--- src/rtl/dmem_lsu_pkg.sv ---
// Shared types and defaults for the dmem_lsu load/store initiator.
// Optional statistics counters are enabled with the DMEM_LSU_STATS_EN macro.
package dmem_lsu_pkg;

    localparam int LSU_DATA_W    = 16;
    localparam int LSU_ADDR_W    = 16;
    localparam int LSU_MEM_DEPTH = 16;
    localparam int LSU_STAT_W    = 16;

    typedef enum logic [1:0] {
        IDLE  = 2'd0,
        ISSUE = 2'd1,
        RESP  = 2'd2
    } lsu_state_t;

    typedef struct packed {
        logic                  we;
        logic [LSU_ADDR_W-1:0] addr;
        logic [LSU_DATA_W-1:0] wdata;
    } lsu_req_t;

    // Unsigned full-width range check; no wrap of large addresses.
    function automatic logic addr_in_range(input logic [LSU_ADDR_W-1:0] addr,
                                           input int unsigned           depth);
        return ({{(32-LSU_ADDR_W){1'b0}}, addr} < depth);
    endfunction

endpackage

--- src/rtl/dmem_lsu_stat_ctr.sv ---
// Saturating event counter with synchronous clear, used for LSU statistics
// (only instantiated when DMEM_LSU_STATS_EN is defined).
module dmem_lsu_stat_ctr
    import dmem_lsu_pkg::*;
#(
    parameter int W = LSU_STAT_W
) (
    input  logic         clk,
    input  logic         clr,
    input  logic         inc,
    output logic [W-1:0] count
);

    // Count events, holding at all-ones instead of wrapping.
    always_ff @(posedge clk) begin
        if (clr) begin
            count <= '0;
        end else if (inc && (count != '1)) begin
            count <= count + 1'b1;
        end
    end

endmodule

--- src/rtl/dmem_lsu.sv ---
// Load/store initiator for the 16-bit MIPS data memory.
// Accepts one request at a time, issues a single-cycle memory strobe, and
// returns a registered response. Out-of-range addresses skip memory entirely.
// Define DMEM_LSU_STATS_EN to add load/store/error statistic outputs.
module dmem_lsu
    import dmem_lsu_pkg::*;
#(
    parameter int DATA_W    = LSU_DATA_W,
    parameter int ADDR_W    = LSU_ADDR_W,
    parameter int MEM_DEPTH = LSU_MEM_DEPTH
) (
    input  logic              clk,
    input  logic              rst_n,
    input  logic              req_valid,
    output logic              req_ready,
    input  logic              req_we,
    input  logic [ADDR_W-1:0] req_addr,
    input  logic [DATA_W-1:0] req_wdata,
    output logic              rsp_valid,
    input  logic              rsp_ready,
    output logic [DATA_W-1:0] rsp_rdata,
    output logic              rsp_err,
    output logic [ADDR_W-1:0] mem_access_addr,
    output logic [DATA_W-1:0] mem_write_data,
    output logic              mem_write_en,
    output logic              mem_read,
    input  logic [DATA_W-1:0] mem_read_data
`ifdef DMEM_LSU_STATS_EN
    ,
    output logic [15:0]       stat_loads,
    output logic [15:0]       stat_stores,
    output logic [15:0]       stat_errs
`endif
);

    lsu_state_t state, state_nxt;
    lsu_req_t   req_q;
    logic       accept;
    logic       in_range;

    assign accept   = (state == IDLE) && req_valid;
    assign in_range = addr_in_range(req_addr, MEM_DEPTH);

    // Memory port is driven straight from the captured request, so it holds
    // its last value in every state except while a new request is issued.
    assign mem_access_addr = req_q.addr;
    assign mem_write_data  = req_q.wdata;

    // State register.
    always_ff @(posedge clk) begin
        if (!rst_n) begin
            state <= IDLE;
        end else begin
            state <= state_nxt;
        end
    end

    // Next-state and handshake/strobe decode.
    always_comb begin
        state_nxt    = state;
        req_ready    = 1'b0;
        rsp_valid    = 1'b0;
        mem_write_en = 1'b0;
        mem_read     = 1'b0;
        case (state)
            IDLE: begin
                req_ready = 1'b1;
                if (req_valid) begin
                    state_nxt = in_range ? ISSUE : RESP;
                end
            end
            ISSUE: begin
                mem_write_en = req_q.we;
                mem_read     = !req_q.we;
                state_nxt    = RESP;
            end
            RESP: begin
                rsp_valid = 1'b1;
                if (rsp_ready) begin
                    state_nxt = IDLE;
                end
            end
            default: state_nxt = IDLE;
        endcase
    end

    // Request capture and response data. Error responses are built at
    // acceptance; the request register is left untouched so memory never
    // sees an out-of-range address.
    always_ff @(posedge clk) begin
        if (!rst_n) begin
            req_q     <= '0;
            rsp_rdata <= '0;
            rsp_err   <= 1'b0;
        end else begin
            if (accept) begin
                if (in_range) begin
                    req_q <= '{we: req_we, addr: req_addr, wdata: req_wdata};
                end else begin
                    rsp_err   <= 1'b1;
                    rsp_rdata <= '0;
                end
            end
            if (state == ISSUE) begin
                rsp_err   <= 1'b0;
                rsp_rdata <= req_q.we ? '0 : mem_read_data;
            end
        end
    end

`ifdef DMEM_LSU_STATS_EN
    logic inc_load, inc_store, inc_err;

    assign inc_load  = (state == ISSUE) && !req_q.we;
    assign inc_store = (state == ISSUE) &&  req_q.we;
    assign inc_err   = accept && !in_range;

    dmem_lsu_stat_ctr #(.W(16)) u_ctr_loads (
        .clk   (clk),
        .clr   (!rst_n),
        .inc   (inc_load),
        .count (stat_loads)
    );

    dmem_lsu_stat_ctr #(.W(16)) u_ctr_stores (
        .clk   (clk),
        .clr   (!rst_n),
        .inc   (inc_store),
        .count (stat_stores)
    );

    dmem_lsu_stat_ctr #(.W(16)) u_ctr_errs (
        .clk   (clk),
        .clr   (!rst_n),
        .inc   (inc_err),
        .count (stat_errs)
    );
`endif

endmodule
--- config.mk ---
export PLATFORM = sky130hd
export DESIGN_NAME = dmem_lsu
export DESIGN_NICKNAME = d
export VERILOG_FILES = /design/src/rtl/dmem_lsu_pkg.sv /design/src/rtl/dmem_lsu_stat_ctr.sv /design/src/rtl/dmem_lsu.sv
export SDC_FILE = /design/constraint.sdc
export NUM_CORES = 1
export LEC_CHECK = 0
export CORE_MARGIN = 2
export CORE_UTILIZATION = 41
export CTS_CLUSTER_SIZE = 14
export DETAILED_ROUTE_END_ITERATION = 6
export PLACE_DENSITY = 0.8
export SLEW_MARGIN = 20
export SYNTH_ARGS = -nofsm -noshare
export SYNTH_HDL_FRONTEND = slang
export SYNTH_SLANG_ARGS = --single-unit
--- constraint.sdc ---
create_clock -name clk -period 2.1 [get_ports clk]
set_input_delay 0.42 -clock clk [delete_from_list [all_inputs] [get_ports clk]]
set_output_delay 0.42 -clock clk [all_outputs]
set_load 0.02 [all_outputs]
==> results_dict.tcl <==
set metrics [dict create \
    slowest_delay_ns 0.56 \
    cts_hold_buffers 0 \
    post-place-ws_ns -0.314 \
    yosysSeqAreaShare 0.462 \
    io_pins 106 \
    maxCapViolCount 0 \
    slew_headroom 0.759 \
    path_clk_slew_ns 0.09 \
    fin_crit_ns 2.09 \
    synthTopCellsByArea "dfxtp_1, buf_4, nand2_1" \
    drtAntennaViolNets 0 \
    cts_tree "built" \
    clk_latency_ns 0.30 \
    synthCells 250 \
    dieWidth_um 78.2 \
    gp_congestion 0.685 \
    critPathRequiredTime_ns 2.33 \
    wl_mm 5.46 \
    fill_cells 455 \
    status "completed" \
    layout_common_cells "clkdlybuf4s50_1, nand2_1, dfxtp_1" \
    layout-drive-gt1-share 0.101 \
    vias_per_cell 4.99 \
    wl_per_cell_um 13.7 \
    dp_hpwl_mm 3.75 \
    cts_htree_levels 2 \
    drtPass1Iterations 4 \
    syn_area_sq_um 2250 \
    grt_max_degree 39 \
    setup_viol 0 \
    drc 0 \
    ys_ff_latch 52 \
    overflow 0 \
    fin_crit_sh 0.996 \
    dpl_cell_area_sq_um 3180 \
    io_buffers 105 \
    syn_to_final_growth_pct 49.1 \
    row_count 26 \
    cts_root_buf "clkbuf_8" \
    grt_first_pass_wirelength_mm 8.47 \
    numCtsBuffers 5 \
    fin_skew_ns 0.0161 \
    antenna_found_initial 0 \
    yosysTopAreaCell "dfxtp_1" \
    tightest_slew_ns 0.361 \
    synth.distinct_cells 24 \
    power_mw 1.73 \
    synth_area_per_cell_sq_um 9.02 \
    synth_edf_count 0 \
    crit_fanout 5 \
    final_common_cell "clkdlybuf4s50_1" \
    drt_iter0_markers 22 \
    die_area_sq_um 6110 \
    ir_drop_v 0.000307 \
    max_freq_mhz 478 \
    diodes 0 \
    crit_chain "clkdlybuf4s50_1 > or4_4 > buf_6 > nor4_4 > buf_6 > clkbuf_16 > mux2i_1" \
    grt_pass1_vias 1876 \
    arrival_ns 2.32 \
    worstSetupPathType "input pin to register" \
    core_sq_um 5200 \
    hold_violations 0 \
    syn_nets 303 \
    initial_core_util 0.433 \
    cpMostUsedCell "buf_6" \
    power_density_nw_per_um2 513 \
    min_path_type "register to register" \
    track_usage 0.171 \
    async_flop_share 0 \
    setup_slack_ns 0.00937 \
    finalMaxSlewViolations 0 \
    critPathLaunchType "input pin" \
    leakage_nw 1.23 \
    yosys_warnings 0 \
    via_count 1987 \
    cts.sinks 52 \
    cts.path.max_buffers 2 \
    num-nets-final 380 \
    end_kind "register" \
    design_area_sq_um 3360 \
    synth_flop_cell "dfxtp_1" \
    synth_top_area_frac 0.462 \
    die_y_um 78.2 \
    cpMaxStageDelayCell "or4_4" \
]
-- cell families after synthesis --
logic type	synth area share
AOI/OAI and AO/OA	0.107
buffers and inverters	0.149
DFF	0.462
muxes	0.0932
and+or+nand+nor	0.189
-- flip-flops by register name, indices dropped and copies added (netlist names) --
signal           cells
mem_access_addr     16
mem_write_data      16
rsp_rdata           16
state                2
req_q                1
rsp_err              1
-- layer usage --
layer | GRT usage | vias up | share of wire
met5 | 0 | - | 0
met4 | 0.0474 | 0 | 0.0092
met3 | 0.0713 | 5 | 0.088
met2 | 0.284 | 81 | 0.47
met1 | 0.205 | 921 | 0.43
li1 | - | 980 | -
-- metrics by stage --
step	utilization	TNS, ns	instances	hold slack [ns]
finish	0.646	0	398	0.460
global placement	0.610	-11.38	386	0.441
floorplan	-	0	250	0.435
global route	0.646	-0.0757	398	0.473
detailed placement	0.610	-13.24	386	0.448
CTS	0.627	0	394	0.463
-- worst paths after layout --
path / startpoint / endpoint / slack [ns] / cells after the start
worst min-delay path: mem_access_addr[3] / mem_access_addr[3] / 0.46 / 2
worst min register to register: mem_access_addr[3] / mem_access_addr[3] / 0.46 / 2
worst max-delay path: req_addr[13] / mem_write_data[7] / 0.009 / 7
worst max register to register: state[0] / mem_write_data[7] / 0.25 / 6
-- layout make-up --
cell class                 count  area (sq um)  area share
clock buffer                   7          76.3      0.0227
clock inverter                 1          8.76     0.00261
inverter                       2          7.51     0.00223
multi-input combinational    145           905       0.269
sequential                    52          1040       0.310
tap                           70          87.6      0.0261
timing repair buffer         121          1230       0.367
-- where the power goes --
part | switching, mW | total, mW | internal [mW]
registers | 0.00396 | 0.992 | 0.988
logic | 0.0718 | 0.187 | 0.115
clock network | 0.308 | 0.546 | 0.239
-- synthesized netlist by cell type (2+ instances only) --
cell / instances
clkbuf_1: 14
and3_1: 13
buf_2: 2
o21ai_0: 6
o21ai_1: 10
nor2_1: 4
buf_4: 34
nand2_1: 59
or4_1: 2
a32oi_1: 16
dfxtp_1: 52
inv_1: 2
mux2i_1: 21
nor3_1: 3
or4_4: 3
-- critical path: cells and delay by family --
kind                   cells  cell delay, ns
and+or+nand+nor            2            0.83
muxes                      1            0.19
buffers and inverters      4            0.88
-- repair_timing --
item                                    4_1_cts  5_1_grt
setup buffers                                 0        1
endpoints found under the setup margin        0       29
gates resized for setup                       0       10
endpoints found under the hold margin         0        0
(Power assumes the default switching activity.)
